## config.mk

```make
export PLATFORM = sky130hd
export DESIGN_NAME = siren_detector
export DESIGN_NICKNAME = d
export VERILOG_FILES = /design/src/rtl/siren_detector.sv
export SDC_FILE = /design/constraint.sdc
export NUM_CORES = 1
export LEC_CHECK = 0
export CAP_MARGIN = 20
export CORE_MARGIN = 3
export CORE_UTILIZATION = 30
export CTS_BUF_LIST = sky130_fd_sc_hd__clkbuf_4 sky130_fd_sc_hd__clkbuf_8
export CTS_CLUSTER_DIAMETER = 120
export DETAILED_ROUTE_END_ITERATION = 7
export HOLD_SLACK_MARGIN = 0.06
export PLACE_DENSITY_LB_ADDON = 0.08
export SLEW_MARGIN = 20
export SYNTH_ARGS = -nofsm -noshare
export SYNTH_HDL_FRONTEND = slang
export SYNTH_SLANG_ARGS = --single-unit
```

## constraint.sdc

```tcl
create_clock -name clk -period 2.81 [get_ports clk]
set_input_delay 0.843 -clock clk [delete_from_list [all_inputs] [get_ports clk]]
set_output_delay 0.843 -clock clk [all_outputs]
set_load 0.02 [all_outputs]
```

## src/rtl/siren_detector.sv

```systemverilog
// Two-tone siren detector: measures tone_in periods, confirms high/low tone bands and flags alternation.
// Optional build macro SIREN_DET_GLITCH_FILTER_EN adds a 2-cycle input glitch filter.

module siren_detector #(
  parameter int CNT_W   = 16,
  parameter int HI_MIN  = 80,
  parameter int HI_MAX  = 120,
  parameter int LO_MIN  = 160,
  parameter int LO_MAX  = 240,
  parameter int CONFIRM = 4,
  parameter int TIMEOUT = 1000
) (
  input  logic             clk,
  input  logic             rst,
  input  logic             tone_in,
  output logic [CNT_W-1:0] period,
  output logic             period_valid,
  output logic             tone_hi,
  output logic             tone_lo,
  output logic             siren
);

  // state | meaning
  // IDLE  | no reference edge yet
  // ARMED | one rising edge seen, no period measured
  // TRACK | periods being measured and classified
  typedef enum logic [1:0] {IDLE, ARMED, TRACK} state_t;
  typedef enum logic [1:0] {CLS_NONE, CLS_HI, CLS_LO, CLS_INV} cls_t;

  localparam int CONF_W = (CONFIRM < 2) ? 1 : $clog2(CONFIRM + 1);

  localparam logic [CNT_W-1:0]  HI_MIN_C  = CNT_W'(HI_MIN);
  localparam logic [CNT_W-1:0]  HI_MAX_C  = CNT_W'(HI_MAX);
  localparam logic [CNT_W-1:0]  LO_MIN_C  = CNT_W'(LO_MIN);
  localparam logic [CNT_W-1:0]  LO_MAX_C  = CNT_W'(LO_MAX);
  localparam logic [CNT_W-1:0]  TIMEOUT_C = CNT_W'(TIMEOUT);
  localparam logic [CNT_W-1:0]  CNT_MAX   = {CNT_W{1'b1}};
  localparam logic [CONF_W-1:0] CONF_MAX  = CONF_W'(CONFIRM);

  logic sync_q1, sync_q2, lvl_q, lvl_n, rise;

`ifdef SIREN_DET_GLITCH_FILTER_EN
  logic sync_q3;

  always_ff @(posedge clk) begin
    if (!rst) sync_q3 <= 1'b0;
    else      sync_q3 <= sync_q2;
  end

  // a new level is only accepted once two consecutive synchronized samples agree
  assign lvl_n = (sync_q2 == sync_q3) ? sync_q2 : lvl_q;
`else
  assign lvl_n = sync_q2;
`endif

  assign rise = lvl_n & ~lvl_q;

  always_ff @(posedge clk) begin
    if (!rst) begin
      sync_q1 <= 1'b0;
      sync_q2 <= 1'b0;
      lvl_q   <= 1'b0;
    end else begin
      sync_q1 <= tone_in;
      sync_q2 <= sync_q1;
      lvl_q   <= lvl_n;
    end
  end

  logic [CNT_W-1:0] cnt;

  always_ff @(posedge clk) begin
    if (!rst)                cnt <= '0;
    else if (rise)           cnt <= CNT_W'(1);
    else if (cnt != CNT_MAX) cnt <= cnt + CNT_W'(1);
  end

  cls_t cls;

  always_comb begin
    cls = CLS_INV;
    if (cnt >= HI_MIN_C && cnt <= HI_MAX_C)      cls = CLS_HI;
    else if (cnt >= LO_MIN_C && cnt <= LO_MAX_C) cls = CLS_LO;
  end

  state_t           state, state_n;
  cls_t             last_cls, last_n;
  cls_t             prior, prior_n;
  logic [CONF_W-1:0] conf_cnt, conf_n, conf_step;
  logic [CNT_W-1:0] period_n;
  logic             pv_n, hi_n, lo_n, siren_n;

  always_comb begin
    conf_step = CONF_W'(1);
    if (cls == last_cls)
      conf_step = (conf_cnt == CONF_MAX) ? conf_cnt : conf_cnt + CONF_W'(1);
  end

  always_comb begin
    state_n  = state;
    period_n = period;
    pv_n     = 1'b0;
    hi_n     = tone_hi;
    lo_n     = tone_lo;
    siren_n  = siren;
    conf_n   = conf_cnt;
    last_n   = last_cls;
    prior_n  = prior;

    if (rise) begin
      if (state == IDLE) begin
        state_n = ARMED;
      end else begin
        state_n  = TRACK;
        period_n = cnt;
        pv_n     = 1'b1;
        if (cls == CLS_INV) begin
          hi_n    = 1'b0;
          lo_n    = 1'b0;
          siren_n = 1'b0;
          conf_n  = '0;
          last_n  = CLS_INV;
          prior_n = CLS_NONE;
        end else begin
          conf_n = conf_step;
          last_n = cls;
          if ((cls == CLS_HI && tone_lo) || (cls == CLS_LO && tone_hi)) begin
            hi_n = 1'b0;
            lo_n = 1'b0;
          end
          if (conf_step == CONF_MAX) begin
            hi_n    = (cls == CLS_HI);
            lo_n    = (cls == CLS_LO);
            prior_n = cls;
            // siren latches until an invalid period, timeout or reset clears it
            if (prior != CLS_NONE && prior != cls) siren_n = 1'b1;
          end
        end
      end
    end else if (state != IDLE && cnt >= TIMEOUT_C) begin
      state_n = IDLE;
      hi_n    = 1'b0;
      lo_n    = 1'b0;
      siren_n = 1'b0;
      conf_n  = '0;
      last_n  = CLS_NONE;
      prior_n = CLS_NONE;
    end
  end

  always_ff @(posedge clk) begin
    if (!rst) begin
      state        <= IDLE;
      period       <= '0;
      period_valid <= 1'b0;
      tone_hi      <= 1'b0;
      tone_lo      <= 1'b0;
      siren        <= 1'b0;
      conf_cnt     <= '0;
      last_cls     <= CLS_NONE;
      prior        <= CLS_NONE;
    end else begin
      state        <= state_n;
      period       <= period_n;
      period_valid <= pv_n;
      tone_hi      <= hi_n;
      tone_lo      <= lo_n;
      siren        <= siren_n;
      conf_cnt     <= conf_n;
      last_cls     <= last_n;
      prior        <= prior_n;
    end
  end

endmodule
```

======== Word-level counts from Yosys, hierarchy flattened ========
Cells that the tools add are included.
Widths: inputs -> output; s select.
word-level totals
  flip-flop bits (word level) ............. 48
  bits in latches ......................... 0
  RAM bits ................................ 0
  memory bits (read-only) ................. 0
  bits of input ports ..................... 3
  memories kept ........................... 0
operators by class
  add/sub/neg operators ................... 2
  multiply operators ...................... 0
  divide/modulo/power cells ............... 0
  $lt $le $gt $ge ......................... 5
  eq/ne operators ......................... 12
  shift operators ......................... 0
  multiplexer cells ....................... 36
  bitwise gates (word level) .............. 4
  reductions and logical operators ........ 19
operators by type and width
  operator               count
  $mux 2                 11
  $mux 1                 19
  $mux 3                 6
  $add 16x1->16 const B  1
  $ge 16x10->1 const B   1
  $ge 16x7->1 const B    1
  $ge 16x8->1 const B    1
  $le 16x7->1 const B    1
  $le 16x8->1 const B    1
  $ne 16x16->1 const B   1
  $reduce_bool 2->1      4
  $eq 3x3->1 const B     2
  $logic_and 1x1->1      6
  $ne 3x1->1 const B     2
  $reduce_and 2->1       3
  $reduce_and 3->1       2
  $eq 2x2->1 const B     2
  $ne 4x1->1 const B     1
  $reduce_and 4->1       1
  $add 3x1->3 const B    1
  $not 1->1              3
  $eq 2x1->1 const B     1
  $eq 2x2->1             1
  $logic_not 2->1        1
  other kinds (5)        5

======== Longest topological paths before layout ========
  depth after elaboration ................. 12
  mapped depth ............................ 8

======== Worst setup path before layout ========
Ideal clock, no wire load.
  path type ............................... register -> register
  start point ............................. register cnt[15]
  end point ............................... register tone_hi
  data arrival time ....................... 2.097 ns
  required time ........................... 2.689 ns
  setup slack ............................. 0.592 ns
  cell stages (with the launch flop) ...... 7
  clock period less this slack ............ 2.218 ns
  cell sequence ........................... dfxtp_1 -> or4_4 -> or3_4 -> o32ai_4 -> nor2b_2 -> o211a_1 -> mux2_4
between the ends
  cells in the longest elaborated chain, start to end .. 11
  elaborated cells between the ends (all ways) .. 26
  those cells by class .................... order compare: 5; eq/ne: 6; mux: 7; reduce/logical: 8
RTL lines
  item                                        line  RTL
  from (decl)                                 70    logic [CNT_W-1:0] cnt;
  from (signal assigned)                      75    else if (cnt != CNT_MAX) cnt <= cnt + CNT_W'(1);
  $ge 16x8->1 or $le 16x8->1 (tied branches)  83    else if (cnt >= LO_MIN_C && cnt <= LO_MAX_C) cls = CLS_LO;
  $logic_and 1x1->1                           83
  $mux 1                                      83
  $mux 2                                      82    if (cnt >= HI_MIN_C && cnt <= HI_MAX_C) cls = CLS_HI;
  $eq 2x2->1                                  95    if (cls == last_cls)
  $mux 3                                      95
  $eq 3x3->1                                  131   if (conf_step == CONF_MAX) begin
  $mux 1                                      131
  $mux 1                                      117   if (cls == CLS_INV) begin
  $mux 1                                      111   if (state == IDLE) begin
  $mux 1                                      110   if (rise) begin
  to (signal assigned)                        166   tone_hi <= hi_n;
  to (decl)                                   18    output logic tone_hi,
Parallel ways exist; a longest one is shown, timed or not. The select of a mux whose other input is x is not followed.
A chain may end at the register's enable or synchronous reset.

======== Worst setup path after layout ========
  start point ............................. register cnt[0]
  end point ............................... register tone_hi
Same word-level chain as after synthesis.

==> flow_metrics.env <==
export IMPL_grt_max_degree=23
export IMPL_routed_via_count=1931
export IMPL_fin_nets=306
export IMPL_hold_viol_final=0
export IMPL_port_buffers=22
export IMPL_max_freq_ghz=0.410
export IMPL_wl_um=5240
export IMPL_hp_class="reg2reg"
export IMPL_dpl_cell_area_um2=2640
export IMPL_worstPathArrival_ps=2640
export IMPL_synth_net_count=280
export IMPL_cts_root_buf="clkbuf_8"
export IMPL_maxSlewViolCount=0
export IMPL_routedWlPerCell_um=13.2
export IMPL_r2r_start="cnt[0]$_SDFFE_PN0P_"
export IMPL_antenna_cells=0
export IMPL_antenna_found_initial=0
export IMPL_setup_viol=0
export IMPL_die_x_um=93.2
export IMPL_grt_total_usage_pct=13.0
export IMPL_drc_errors=0
export IMPL_peakVddDrop_v=0.000143
export IMPL_power_density_nw_per_um2=421
export IMPL_drive_gt1_share_pct=8.70
export IMPL_yosys_area_top_type_share_pct=42.2
export IMPL_cts_resized=0
export IMPL_crit_path_start_kind="flip-flop"
export IMPL_drtPass1Iterations=4
export IMPL_grt_pass1_wl_um=9100
export IMPL_worstMarginPinSlew_ps=656
export IMPL_tritoncts="built"
export IMPL_ys_warn_count=0
export IMPL_ant_nets=0
export IMPL_grt_overflow=0
export IMPL_ios=23
export IMPL_synthCells=273
export IMPL_synth_area_leaders="dfxtp_1 (42%), nand2_1 (7.6%), a21boi_0 (5.6%)"
export IMPL_async_flop_share_pct=0
export IMPL_h_tree_depth=2
export IMPL_design_area_um2=2720
export IMPL_seq_area_frac_synth_pct=42.2
export IMPL_netlist_area_um2=2280
export IMPL_yosys_area_top_type="dfxtp_1"
export IMPL_finClkSkew_ps=9.51
export IMPL_setup_tns_ps=0
export IMPL_synth_main_ff_cell="dfxtp_1"
export IMPL_routed_via_density=4.85
export IMPL_area_sequential_um2=961
export IMPL_n_fill_cell=790
export IMPL_cts_num_sinks=48
export IMPL_post_cts_buffers=0
export IMPL_maxCapViolCount=0
export IMPL_ys_ff_latch=48
export IMPL_p_leak_nw=0.914
export IMPL_place_hpwl_um=3770
export IMPL_synth_edff_count=0
export IMPL_synth_cell_types=49
export IMPL_multi_input_area_um2=1220
export IMPL_cts_buffers=5
export IMPL_fin_crit_ps=2440
export IMPL_end_kind="flip-flop"
export IMPL_hp_start="sync_q1$_SDFF_PN0_"
export IMPL_outcome="completed"
export IMPL_slew_headroom_pct=56.0
export IMPL_first_iter_violations=74
export IMPL_rsz0062_at_grt="false"
export IMPL_die_y_um=93.2
export IMPL_start_util_pct=31.2
export IMPL_grt_pass1_vias=1865
export IMPL_path_max_fanout=8
export IMPL_synth_avg_cell_area_um2=8.35
export IMPL_core_um2=7290
export IMPL_required_ps=3010
export IMPL_clkTransAtPathRegs_ps=90
export IMPL_final_core_util_pct=37.3
export IMPL_synthToLayoutAreaGrowth_pct=19.3
export IMPL_crit_type="reg2reg"
export IMPL_timing_final_crit_share_pct=86.9
export IMPL_cts_max_path_buffers=2
export IMPL_setup_worst_path_start="cnt[0]$_SDFFE_PN0P_"
export IMPL_postCtsHoldBufs=0
export IMPL_dieArea_um2=8680
export IMPL_clock_latency_ps=300
export IMPL_fp_row_count=31
export IMPL_finalWeightedCongestion=0.769
==> cell usage after synthesis (2+ instances only) <==
| cell | count |
|---|---|
| o211ai_1 | 2 |
| a21oi_1 | 9 |
| and2_1 | 7 |
| and3_1 | 5 |
| nor2_1 | 24 |
| ha_1 | 4 |
| nor2b_1 | 6 |
| a22oi_1 | 4 |
| nor3_1 | 7 |
| a211oi_1 | 5 |
| inv_1 | 11 |
| and4_1 | 2 |
| xnor2_1 | 2 |
| o211a_1 | 3 |
| dfxtp_1 | 48 |
| or4_4 | 2 |
| nand4_1 | 4 |
| a31oi_1 | 8 |
| xor2_1 | 4 |
| a21boi_0 | 17 |
| o21ai_0 | 10 |
| nand3_1 | 9 |
| clkbuf_1 | 9 |
| nand2_1 | 46 |
==> cells in the final DEF (no fill, tap or decap), drive strengths merged, types with 5 or more instances in the layout <==
master / netlist / layout
a211oi: 5 / 5
a21boi: 17 / 17
a21oi: 9 / 9
a31oi: 8 / 8
and2: 8 / 8
and3: 5 / 5
buf: 1 / 9
clkbuf: 10 / 5
clkdlybuf4s50: 1 / 22
dfxtp: 48 / 48
inv: 11 / 11
nand2: 46 / 46
nand3: 9 / 9
nor2: 24 / 24
nor2b: 7 / 7
nor3: 7 / 7
o21ai: 11 / 11
==> sequential cells by signal (all words and copies together) (netlist names) <==
signal	count
cnt	16
period	16
conf_cnt	3
last_cls	2
prior	2
state	2
lvl_n	1
lvl_q	1
period_valid	1
siren	1
sync_q1	1
tone_hi	1
tone_lo	1
==> power by group <==
group | switching [mW] | leakage [nW] | total (mW) | internal [mW]
Sequential | 0.00749 | 0.388 | 0.694 | 0.686
Clock | 0.231 | 0.0400 | 0.400 | 0.169
Combinational | 0.0275 | 0.486 | 0.0502 | 0.0226
Total | 0.266 | 0.914 | 1.14 | 0.878
==> layout make-up <==
cell class                      count  share of cell area (%)
Clock inverter                      2                   0.460
Multi-Input combinational cell    202                    45.0
Timing Repair Buffer               31                    10.6
Sequential cell                    48                    35.4
Tap cell                           99                    4.56
Inverter                           11                    1.52
Clock buffer                        5                    2.53
==> metal layers <==
metal / global-route usage (%) / share of wire [%] / wire (µm)
met5: 0 / 0 / 0
met4: 3.66 / 1.1 / 58
met3: 2.57 / 2.4 / 124
met2: 20.8 / 45 / 2380
met1: 17.9 / 51 / 2680
==> stage by stage <==
| step | setup slack, ps | cells | hold slack [ps] | total power [mW] |
|---|---|---|---|---|
| global placement | 482 | 391 | 426 | 0.762 |
| global route | 158 | 398 | 473 | 1.20 |
| detailed placement | 364 | 391 | 432 | 0.761 |
| floorplan | 592 | 273 | 412 | 0.745 |
| CTS | 354 | 398 | 452 | 1.17 |
| finish | 369 | 398 | 444 | 1.14 |
==> cell families (layout without fill, tap and decap cells) <==
kind of cell,Yosys count,count (layout),share of synthesized area [%]
compound gates,68,68,21.7
xor+xnor,6,6,2.31
fa+ha+maj,4,4,2.20
mux,1,1,0.659
simple gates,123,123,26.8
buf+inv,23,49,4.17
flops,48,48,42.2
==> worst max-delay path, stage by stage (launching register included) <==
cell	delay, ps
dfxtp_1	370
or3_1	390
a2111oi_2	550
nand2_1	290
a22oi_1	220
o211a_1	220
mux2_4	300
==> path summary, 6_finish.rpt <==
| check | depth (start not counted) | endpoint | slack (ps) |
|---|---|---|---|
| worst min register to register | 1 | lvl_n$_SDFF_PN0_ | 440 |
| worst min-delay path | 1 | lvl_n$_SDFF_PN0_ | 440 |
| worst max-delay path | 6 | tone_hi$_SDFFE_PN0P_ | 370 |
| worst max register to register | 6 | tone_hi$_SDFFE_PN0P_ | 370 |
Power figures use the tool's default switching activity.
